$ cat src/rtl/demux_dispatch_ctrl_if.sv
// ---------------------------------------------------------------------------
// demux_dispatch_ctrl_if
// Bundles the producer handshake, the per-channel consumer handshake and the
// controller status outputs of demux_dispatch_ctrl into one interface.
//
// Signals:
//   in_valid / in_data / in_dest / in_ready : producer valid/ready handshake
//   mode, ch_en                             : dispatch policy and channel mask
//   sel, out_data, out_valid, out_ready     : demux select, data and per-channel
//                                             one-hot valid / acknowledge
//   busy, sent_cnt, drop_pulse              : status
//
// Modports:
//   master : the dispatch controller (drives ready, select, data, valid, status)
//   slave  : the surrounding producer / consumers
// ---------------------------------------------------------------------------
interface demux_dispatch_ctrl_if #(
   parameter int DW = 8
);
   logic          in_valid;
   logic [DW-1:0] in_data;
   logic [1:0]    in_dest;
   logic          in_ready;
   logic          mode;
   logic [3:0]    ch_en;
   logic [1:0]    sel;
   logic [DW-1:0] out_data;
   logic [3:0]    out_valid;
   logic [3:0]    out_ready;
   logic          busy;
   logic [7:0]    sent_cnt;
   logic          drop_pulse;

   modport master (
      input  in_valid, in_data, in_dest, mode, ch_en, out_ready,
      output in_ready, sel, out_data, out_valid, busy, sent_cnt, drop_pulse
   );

   modport slave (
      output in_valid, in_data, in_dest, mode, ch_en, out_ready,
      input  in_ready, sel, out_data, out_valid, busy, sent_cnt, drop_pulse
   );
endinterface

$ cat src/rtl/demux_dispatch_ctrl.sv
// ---------------------------------------------------------------------------
// demux_dispatch_ctrl
// Sequences a shared 1-to-4 demux. One word at a time is accepted from the
// producer, a destination channel is chosen (round-robin over enabled
// channels when mode=0, or in_dest when mode=1), and the word is presented on
// that channel with a one-hot valid until the channel acknowledges.
//
// Ports:
//   clk   : system clock, rising edge
//   rst_n : asynchronous active-low reset
//   bus   : demux_dispatch_ctrl_if.master
//           in_valid/in_data/in_dest/in_ready - producer handshake
//           mode/ch_en                        - dispatch policy and channel mask
//           sel/out_data/out_valid/out_ready  - demux select, held word,
//                                               one-hot valid, per-channel ack
//           busy/sent_cnt/drop_pulse          - status
//
// Parameters:
//   DW      : data word width (must match the interface DW)
//   TIMEOUT : HOLD cycles without ack before the word is dropped
//
// Optional build macro DISPATCH_TIMEOUT_EN:
//   defined   - a held word that sees no ack for TIMEOUT cycles is dropped and
//               drop_pulse fires for one cycle
//   undefined - HOLD waits indefinitely and drop_pulse is tied low
// ---------------------------------------------------------------------------
module demux_dispatch_ctrl #(
   parameter int DW      = 8,
   parameter int TIMEOUT = 15
) (
   input  logic                   clk,
   input  logic                   rst_n,
   demux_dispatch_ctrl_if.master  bus
);

   typedef enum logic [0:0] {
      ST_IDLE = 1'b0,
      ST_HOLD = 1'b1
   } state_t;

   // A zero timeout would drop every word before any consumer could respond.
   if (TIMEOUT < 1) begin : g_timeout_check
      $error("demux_dispatch_ctrl: TIMEOUT must be at least 1");
   end

   // Round-robin pick: first enabled channel at ptr+1, ptr+2, ptr+3, ptr+4
   // (mod 4). Returns {found, channel}. Scanning downwards and overwriting
   // leaves the nearest hit.
   function automatic logic [2:0] rr_pick(input logic [1:0] ptr,
                                          input logic [3:0] en);
      logic [2:0] res;
      logic [1:0] idx;
      res = 3'b000;
      for (int k = 4; k >= 1; k--) begin
         idx = ptr + 2'(k);
         if (en[idx]) begin
            res = {1'b1, idx};
         end else begin
            res = res;
         end
      end
      return res;
   endfunction

   state_t        state_r, state_s;
   logic [1:0]    sel_r, sel_s;
   logic [DW-1:0] out_data_r, out_data_s;
   logic [3:0]    out_valid_r, out_valid_s;
   logic          busy_r, busy_s;
   logic [7:0]    sent_cnt_r, sent_cnt_s;
   logic [1:0]    rr_ptr_r, rr_ptr_s;

   logic [2:0]    rr_pick_s;
   logic [1:0]    target_s;
   logic          legal_s;
   logic          in_ready_s;
   logic          accept_s;
   logic          ack_s;
   logic          tmo_hit_s;

   assign rr_pick_s = rr_pick(rr_ptr_r, bus.ch_en);

   // Target selection and legality for the word currently offered.
   always_comb begin
      target_s = 2'd0;
      legal_s  = 1'b0;
      if (bus.mode) begin
         target_s = bus.in_dest;
         legal_s  = bus.ch_en[bus.in_dest];
      end else begin
         target_s = rr_pick_s[1:0];
         legal_s  = rr_pick_s[2];
      end
   end

   // in_ready is combinational so a stalled producer sees mode/in_dest/ch_en
   // changes in the same cycle; nothing is latched while it stalls.
   assign in_ready_s = (state_r == ST_IDLE) && legal_s;
   assign accept_s   = bus.in_valid && in_ready_s;
   // Only the selected channel's acknowledge matters.
   assign ack_s      = bus.out_ready[sel_r];

   // Next-state and next-output logic for the dispatch FSM.
   always_comb begin
      state_s     = state_r;
      sel_s       = sel_r;
      out_data_s  = out_data_r;
      out_valid_s = out_valid_r;
      busy_s      = busy_r;
      sent_cnt_s  = sent_cnt_r;
      rr_ptr_s    = rr_ptr_r;
      case (state_r)
         ST_IDLE: begin
            if (accept_s) begin
               state_s     = ST_HOLD;
               sel_s       = target_s;
               out_data_s  = bus.in_data;
               out_valid_s = 4'b0001 << target_s;
               busy_s      = 1'b1;
               if (!bus.mode) begin
                  rr_ptr_s = target_s;
               end else begin
                  rr_ptr_s = rr_ptr_r;
               end
            end else begin
               state_s = ST_IDLE;
            end
         end
         ST_HOLD: begin
            // Ack wins over a coincident timeout.
            if (ack_s) begin
               state_s     = ST_IDLE;
               out_valid_s = 4'b0000;
               busy_s      = 1'b0;
               sent_cnt_s  = sent_cnt_r + 8'd1;
            end else if (tmo_hit_s) begin
               // rr_ptr keeps the dropped channel so the next grant moves on.
               state_s     = ST_IDLE;
               out_valid_s = 4'b0000;
               busy_s      = 1'b0;
            end else begin
               state_s = ST_HOLD;
            end
         end
         default: begin
            state_s     = ST_IDLE;
            out_valid_s = 4'b0000;
            busy_s      = 1'b0;
         end
      endcase
   end

   // FSM state register.
   always_ff @(posedge clk or negedge rst_n) begin
      if (!rst_n) begin
         state_r <= ST_IDLE;
      end else begin
         state_r <= state_s;
      end
   end

   // Registered outputs and round-robin pointer; rr_ptr resets to 3 so the
   // first round-robin grant lands on channel 0.
   always_ff @(posedge clk or negedge rst_n) begin
      if (!rst_n) begin
         sel_r       <= 2'd0;
         out_data_r  <= {DW{1'b0}};
         out_valid_r <= 4'b0000;
         busy_r      <= 1'b0;
         sent_cnt_r  <= 8'd0;
         rr_ptr_r    <= 2'd3;
      end else begin
         sel_r       <= sel_s;
         out_data_r  <= out_data_s;
         out_valid_r <= out_valid_s;
         busy_r      <= busy_s;
         sent_cnt_r  <= sent_cnt_s;
         rr_ptr_r    <= rr_ptr_s;
      end
   end

`ifdef DISPATCH_TIMEOUT_EN
   localparam int TMO_W = (TIMEOUT < 2) ? 1 : $clog2(TIMEOUT);

   logic [TMO_W-1:0] tmo_cnt_r, tmo_cnt_s;
   logic             drop_s;
   logic             drop_pulse_r;

   // The edge that would take the counter to TIMEOUT is the drop edge, so a
   // word is held for exactly TIMEOUT cycles without ack.
   assign tmo_hit_s = (tmo_cnt_r == TMO_W'(TIMEOUT - 1));

   // Timeout counter next value and drop detection.
   always_comb begin
      tmo_cnt_s = tmo_cnt_r;
      drop_s    = 1'b0;
      case (state_r)
         ST_IDLE: begin
            if (accept_s) begin
               tmo_cnt_s = {TMO_W{1'b0}};
            end else begin
               tmo_cnt_s = tmo_cnt_r;
            end
         end
         ST_HOLD: begin
            if (ack_s) begin
               tmo_cnt_s = tmo_cnt_r;
            end else if (tmo_hit_s) begin
               drop_s = 1'b1;
            end else begin
               tmo_cnt_s = tmo_cnt_r + TMO_W'(1);
            end
         end
         default: begin
            tmo_cnt_s = {TMO_W{1'b0}};
         end
      endcase
   end

   // Timeout counter and one-cycle drop pulse registers.
   always_ff @(posedge clk or negedge rst_n) begin
      if (!rst_n) begin
         tmo_cnt_r    <= {TMO_W{1'b0}};
         drop_pulse_r <= 1'b0;
      end else begin
         tmo_cnt_r    <= tmo_cnt_s;
         drop_pulse_r <= drop_s;
      end
   end

   assign bus.drop_pulse = drop_pulse_r;
`else
   assign tmo_hit_s      = 1'b0;
   assign bus.drop_pulse = 1'b0;
`endif

   assign bus.in_ready  = in_ready_s;
   assign bus.sel       = sel_r;
   assign bus.out_data  = out_data_r;
   assign bus.out_valid = out_valid_r;
   assign bus.busy      = busy_r;
   assign bus.sent_cnt  = sent_cnt_r;

endmodule
$ cat src/flat_wrapper.sv
// flat-port wrapper written by rule: the top's interface ports become plain ports
module demux_dispatch_ctrl_flat 
#(
   parameter int DW      = 8,
   parameter int TIMEOUT = 15
)
  (clk, rst_n, bus_in_valid, bus_in_data, bus_in_dest, bus_mode, bus_ch_en, bus_out_ready, bus_in_ready, bus_sel, bus_out_data, bus_out_valid, bus_busy, bus_sent_cnt, bus_drop_pulse);
  demux_dispatch_ctrl_if #(.DW(DW)) bus_i ();
  input  logic clk;
  input  logic rst_n;
  input wire logic [$bits(bus_i.in_valid)-1:0] bus_in_valid;
  input wire logic [$bits(bus_i.in_data)-1:0] bus_in_data;
  input wire logic [$bits(bus_i.in_dest)-1:0] bus_in_dest;
  input wire logic [$bits(bus_i.mode)-1:0] bus_mode;
  input wire logic [$bits(bus_i.ch_en)-1:0] bus_ch_en;
  input wire logic [$bits(bus_i.out_ready)-1:0] bus_out_ready;
  output wire logic [$bits(bus_i.in_ready)-1:0] bus_in_ready;
  output wire logic [$bits(bus_i.sel)-1:0] bus_sel;
  output wire logic [$bits(bus_i.out_data)-1:0] bus_out_data;
  output wire logic [$bits(bus_i.out_valid)-1:0] bus_out_valid;
  output wire logic [$bits(bus_i.busy)-1:0] bus_busy;
  output wire logic [$bits(bus_i.sent_cnt)-1:0] bus_sent_cnt;
  output wire logic [$bits(bus_i.drop_pulse)-1:0] bus_drop_pulse;
  assign bus_i.in_valid = bus_in_valid;
  assign bus_i.in_data = bus_in_data;
  assign bus_i.in_dest = bus_in_dest;
  assign bus_i.mode = bus_mode;
  assign bus_i.ch_en = bus_ch_en;
  assign bus_i.out_ready = bus_out_ready;
  assign bus_in_ready = bus_i.in_ready;
  assign bus_sel = bus_i.sel;
  assign bus_out_data = bus_i.out_data;
  assign bus_out_valid = bus_i.out_valid;
  assign bus_busy = bus_i.busy;
  assign bus_sent_cnt = bus_i.sent_cnt;
  assign bus_drop_pulse = bus_i.drop_pulse;
  demux_dispatch_ctrl #(.DW(DW), .TIMEOUT(TIMEOUT)) u_core (.clk(clk), .rst_n(rst_n), .bus(bus_i));
endmodule
$ cat config.mk
export PLATFORM = sky130hd
export DESIGN_NAME = demux_dispatch_ctrl_flat
export DESIGN_NICKNAME = d
export VERILOG_FILES = /design/src/rtl/demux_dispatch_ctrl_if.sv /design/src/rtl/demux_dispatch_ctrl.sv /design/src/flat_wrapper.sv
export SDC_FILE = /design/constraint.sdc
export NUM_CORES = 1
export LEC_CHECK = 0
export ABC_AREA = 1
export CAP_MARGIN = 30
export CORE_MARGIN = 1
export CORE_UTILIZATION = 41
export CTS_BUF_LIST = sky130_fd_sc_hd__clkbuf_16
export DETAILED_ROUTE_END_ITERATION = 12
export GPL_ROUTABILITY_DRIVEN = 0
export PLACE_DENSITY = 0.71
export SETUP_SLACK_MARGIN = 0.1
export SLEW_MARGIN = 40
export SYNTH_ARGS = -nofsm -noshare
export SYNTH_HDL_FRONTEND = slang
export SYNTH_SLANG_ARGS = --single-unit
$ cat constraint.sdc
create_clock -name clk -period 1.67 [get_ports clk]
set_clock_uncertainty 0.05 [all_clocks]
set_input_delay 0.334 -clock clk [delete_from_list [all_inputs] [get_ports clk]]
set_output_delay 0.334 -clock clk [all_outputs]
set_load 0.05 [all_outputs]
==> impl_results.md, run 1 <==
* Commonest cells post-synth: 79 x nand2_1, 24 x dfrtp_1, 17 x inv_1, 15 x nand3_1, 8 x nand2_2
* Peak VDD IR at 0.9971 mV
* Area of the multi-input gates at 721.9 um2
* Crit-path cells: buf_12, nand2_4, nand2_4, nand2_2, nand3b_4, nand3_4, clkinvlp_4, buf_12
* Mapped Area at 1434 um2
* Area Growth Syn to Fin at 55.58%
* RSZ-0062 raised after global routing: true
* Kind of critical path: reg2out
* Final hold violation count at 0
* Hold Path Class: in2async
* Part of the Yosys area used for sequential elements at 45.55%
* Drt drc at 0
* CTS max path bufs at 2
* Initial antenna violation count at 0
* CTS H-tree lvls at 1
* # rows at 21
* CP peak stage delay at 0.60 ns
* Initial core utilization at 42.97%
* # setup viols final at 19
* CP Launch Type: register
* CTS tree: yes
* Share of cells above drive strength 1 at 31.25%
* I/O Buffers at 45
* Power per cell area at 2133 nW/um2
* Clk Latency, worst-skew pair at 0.26 ns
* Fmax at 494.2 MHz
* Initial DRC Count at 26
* DR top layer: met4
* Synth top area cells: dfrtp_1 42%, nand2_1 21%, nand3_1 5.2%
* Ys async rst share at 100.0%
* Max-Cap Viols at 0
* Layout fillers at 277
* Via/cell ratio at 4.668
* Max-slew violation count at 0
* Detailed Route WL at 3.232 mm
* Outcome: finished with violations
* CTS clk-pin slew, worst paths at 0.06 ns
* Reg2reg setup slack at -0.19 ns
* Period utilization at 121.2%
* CTS sink count at 26
* Core region area at 3337 um2
* DP HPWL at 2.425 mm
* Drt first pass iters at 4
* GRT Total Usage at 18.53%
* DIE AREA at 3737 um2
* Setup TNS at -2.930 ns
* Share of the synthesized area in the top cell type at 41.88%
* Vias in the first global route at 1,194
* Most numerous cell in the Yosys netlist: nand2_1
* FF+latch count, synth at 26
* Main synth FF type: dfrtp_1
* Failing checks: negative setup slack
* Pin count of the biggest net entering global routing at 27
* Post-CTS Hold Buffers at 0
* Ports at 47
* Synth cell types at 27
* P_leak at 1.168 nW
* CP Max Fanout at 5
* TritonCTS Buffers at 3
* Via count at 1,335
* Met3 routed wirelength at 139 um
* Overflow after GRT at 0
* Fin crit period at 2.023 ns
* Die height at 61.14 um
* Cell accounting for the most synthesized area: dfrtp_1
* Core Util, Final at 66.85%
* Worst Path Required at 1.29 ns
* First-pass GRT wire length at 5.016 mm
* Met1 wire length at 1.397 mm
* Post-synth EDFFs at 0
* YS warnings at 0
* Syn Nets at 205
* Chip width at 61.14 um
* Final WS setup at -0.3533 ns
* Ant diodes at 0
* Critical path's slowest cell: dfstp_2
* Met2 wire len at 1.605 mm
* Syn_area_per_cell at 7.878 um2
* Root Buffer: clkbuf_16
* Nets at 264
* ANT nets after route at 0
* Synthesized instance count at 182
* Reg area at 655.6 um2
* CP Capture Type: output pin
* CP arrival at 1.64 ns
* WL per Instance at 11.30 um
[area by class of cell]
| class | instances | share of cell area, % |
|---|---|---|
| inverters | 19 | 3.589 |
| flip-flops and latches | 26 | 29.39 |
| repair buffers | 58 | 27.37 |
| clock buffers | 3 | 3.365 |
| clock inverters | 1 | 1.346 |
| multi-input cells | 133 | 32.36 |
| well taps | 46 | 2.580 |
[cells in the final DEF, fill, tap and decap left out, types with 4 or more instances in the layout]
master	Yosys	final
nand2_4	1	4
xnor2_1	4	4
dfrtp_1	24	22
buf_4	1	26
nand2_1	79	71
nand2_2	8	13
buf_12	0	9
clkdlybuf4s50_1	0	20
inv_1	17	15
nand3_1	15	13
[worst max-delay path: cells and delay by family (launching register included)]
family | cells | cell delay (ns)
buffers and inverters | 3 | 0.38
flip-flops | 1 | 0.60
AND/OR/NAND/NOR | 5 | 0.40
[kinds of logic after synthesis]
group           count (synthesis)  synth area share (%)
compound gates                 10                 3.926
simple gates                  115                 37.43
buf+inv                        23                 8.289
flops                          26                 45.55
xor+xnor                        6                 3.665
other cells                     1                0.2615
fa+ha+maj                       1                0.8725
[flip-flops by register name, indices dropped and copies added (netlist names)]
signal / flops
u_core.state_r: 1
u_core.bus.busy: 1
u_core.bus.sel: 2
u_core.bus.out_valid: 4
u_core.bus.out_data: 8
u_core.bus.sent_cnt: 8
u_core.rr_ptr_r: 2
[metal layers]
layer | track usage (%) | vias up
li1 | - | 682
met1 | 22.84 | 602
met2 | 31.37 | 42
met3 | 3.992 | 9
met4 | 7.792 | 0
met5 | 0 | -
[what timing repair did]
action,CTS,global route
setup buffers,1,1
endpoints found under the setup margin,19,22
pin swaps,3,2
hold endpoints to repair,0,0
resized for setup,11,11
[report_power, final]
part | leakage [nW] | internal (mW) | total (mW) | switching, mW
clock network | 0.0511 | 0.477 | 0.702 | 0.224
registers | 0.323 | 0.921 | 1.17 | 0.246
logic | 0.794 | 1.08 | 2.89 | 1.81
[stage by stage]
step           hold slack (ns)  setup WS (ns)  total power, mW  cells  cell area [um2]
2_1_floorplan         -0.01159       -0.03698            2.910    182             1440
3_5_place_dp            0.4099        -0.3901            3.879    280             2038
4_1_cts                 0.3989        -0.3587            4.677    285             2190
5_1_grt                 0.4349        -0.4265            5.027    286             2231
6_report                0.3847        -0.3533            4.759    286             2231
3_3_place_gp            0.4093        -0.3218            3.844    280             2038
[path summary, 6_finish.rpt]
kind                                        startpoint                      to  cells after the start
worst max register to register      u_core.rr_ptr_r[0]       u_core.bus.sel[1]                     11
worst min register to register  u_core.bus.out_data[1]  u_core.bus.out_data[1]                      2
worst min-delay path                             rst_n  u_core.bus.sent_cnt[3]                      2
max in group asynchronous                        rst_n      u_core.rr_ptr_r[0]                      2
worst max-delay path                u_core.rr_ptr_r[0]            bus_in_ready                      8
min in group clk                u_core.bus.out_data[1]  u_core.bus.out_data[1]                      2
No activity file was read; power rests on OpenSTA's default activity.
==> run 2: changes to the inputs <==
--- a/config.mk
+++ b/config.mk
@@ -12,7 +12,8 @@
 export CTS_BUF_LIST = sky130_fd_sc_hd__clkbuf_16
 export DETAILED_ROUTE_END_ITERATION = 12
 export GPL_ROUTABILITY_DRIVEN = 0
-export PLACE_DENSITY = 0.71
+export HOLD_SLACK_MARGIN = 0.02
+export PLACE_DENSITY_LB_ADDON = 0.15
 export SETUP_SLACK_MARGIN = 0.1
 export SLEW_MARGIN = 40
 export SYNTH_ARGS = -nofsm -noshare
==> run 2 against run 1 <==
The run still ends with negative setup slack left. Largest power group unchanged. Sequential power about the same. Die area unchanged. Wire length up 9.3%. Power down 2.2%. Critical endpoint unchanged. Global-route usage up 1.6 points. Design area up 1.5%. Clock power down 27%. Critical path type unchanged. Worst setup slack better by 0.024 ns. Non-clock buffer count up 10. Via count up 5.2%. Combinational power up 2%.
==> impl_results.md, run 2 (synthesis results as in run 1) <==
* First-pass GRT wire length at 5.589 mm
* Outcome: finished with violations
* Power per cell area at 2054 nW/um2
* Met1 wire length at 1.494 mm
* CTS tree: yes
* Max-Cap Viols at 0
* Worst Path Required at 1.29 ns
* Combinational share of power at 63.6%
* Fmax at 500.1 MHz
* Nets at 274
* CTS sink count at 26
* TritonCTS Buffers at 3
* FF-to-FF End: u_core.bus.out_valid[0]
* CP Max Fanout at 5
* CP arrival at 1.62 ns
* Switching share of power at 49.20%
* Via count at 1,405
* # rows at 21
* CTS H-tree lvls at 1
* Clk Latency, worst-skew pair at 0.25 ns
* Period utilization at 119.7%
* Die height at 61.14 um
* CP Capture Type: output pin
* WL per Instance at 11.94 um
* Ant diodes at 0
* Final hold violation count at 0
* Layout fillers at 281
* CTS max path bufs at 2
* Worst Setup EP: bus_in_ready
* Setup TNS at -2.884 ns
* P_leak at 1.199 nW
* GRT Total Usage at 20.11%
* Chip width at 61.14 um
* Vias in the first global route at 1,388
* Setup WS pre-CTS at -0.3245 ns
* ANT nets after route at 0
* Initial DRC Count at 50
* Met2 wire len at 1.832 mm
* # setup viols final at 19
* Switching Power at 2.289 mW
* R2R Path Start: u_core.rr_ptr_r[0]
* Area Growth Syn to Fin at 57.94%
* Overflow after GRT at 0
* Initial core utilization at 42.97%
* Reg2reg path depth at 11
* Final WS setup at -0.3294 ns
* Pin count of the biggest net entering global routing at 17
* Clk pwr share at 11.1%
* Detailed Route WL at 3.533 mm
* Core Util, Final at 67.87%
* Cell internal pwr at 2.364 mW
* Design area at 2265 um2
* Met3 routed wirelength at 179 um
* DP HPWL at 2.544 mm
* Commonest non-fill, non-tap cell in the layout: nand2_1
* Root Buffer: clkbuf_16
* Final std cells w/o fill at 296
* Ports at 47
* Via/cell ratio at 4.747
* Seq pwr share at 25.4%
* Commonest non-fill, non-tap cells in the layout: 72 x nand2_1, 36 x buf_4, 22 x dfrtp_1, 21 x clkdlybuf4s50_1, 17 x inv_1
* Peak VDD IR at 1.240 mV
* Failing checks: negative setup slack
* Drt drc at 0
* Placed insts at 283
* Reg2reg setup slack at -0.22 ns
* Share of cells above drive strength 1 at 34.40%
* CTS clk-pin slew, worst paths at 0.06 ns
* CP startpoint: u_core.rr_ptr_r[0]
* CP Launch Type: register
* I/O Buffers at 45
* Fin crit period at 1.999 ns
* Core region area at 3337 um2
* Hold Path Class: in2async
* DIE AREA at 3737 um2
* DR top layer: met4
* Post-CTS Hold Buffers at 0
* Overall power at 4.653 mW
* RSZ-0062 raised after global routing: true
* Initial antenna violation count at 0
* Max-slew violation count at 0
* Drt first pass iters at 4
* Dpl cell area at 2036 um2
* WHS at 0.3464 ns
* Kind of critical path: reg2out
==> run 2: changes by cell type in the layout (fill, tap and decap cells not counted), moves of 2 or more <==
cell and change:
nand3_2 +3, o21ai_1 -2, inv_1 +2, buf_6 +2, buf_4 +10, nand3_1 -2, buf_12 -2, o21ai_2 +2
==> run 2: layout make-up <==
| type | instances | area (um2) | area share, % |
|---|---|---|---|
| Multi-Input combinational cell | 133 | 724.4 | 31.99 |
| Inverter | 19 | 82.58 | 3.646 |
| Tap cell | 46 | 57.56 | 2.541 |
| Clock buffer | 3 | 75.07 | 3.315 |
| Sequential cell | 26 | 655.6 | 28.95 |
| Timing Repair Buffer | 68 | 665.6 | 29.39 |
| Clock inverter | 1 | 3.754 | 0.1657 |
==> run 2: power groups by stage <==
stage                     Sequential, mW  Combinational [mW]  Clock (mW)
final                               1.18                2.96       0.515
after global routing                1.22                3.18       0.539
after CTS                           1.18                2.90       0.527
after detailed placement            1.18                2.67           0
after global placement              1.17                2.61           0
after floorplan                     1.93               0.985           0
==> run 2: how the worst min path moves through the flow <==
stage	slack, ns	from	endpoint
CTS	0.36	rst_n	u_core.state_r
finish	0.35	rst_n	u_core.state_r
detailed placement	0.42	u_core.bus.out_data[5]	u_core.bus.out_data[5]
global route	0.37	rst_n	u_core.state_r
global placement	0.41	u_core.bus.out_data[0]	u_core.bus.out_data[0]
floorplan	-0.01	rst_n	u_core.bus.busy
==> run 2: routing by layer <==
metal / up-vias / GRT usage [%]
met3: 4 / 3.361
met4: 0 / 5.844
li1: 695 / -
met2: 41 / 37.42
met1: 665 / 23.65
met5: - / 0
==> run 2: what timing repair did <==
action | 4_1_cts | 5_1_grt
resized for setup | 17 | 7
pin swaps | 5 | 1
setup buffers | 10 | 1
setup endpoints to repair | 22 | 25
==> run 2: worst max-delay path: stages, from the launching register on <==
cell and delay (ns):
dfstp_2 0.60, buf_6 0.12, nand2_4 0.04, nand2_2 0.07
nand2_2 0.06, nand3b_4 0.16, nand3_4 0.08, clkinvlp_4 0.09
buf_12 0.15
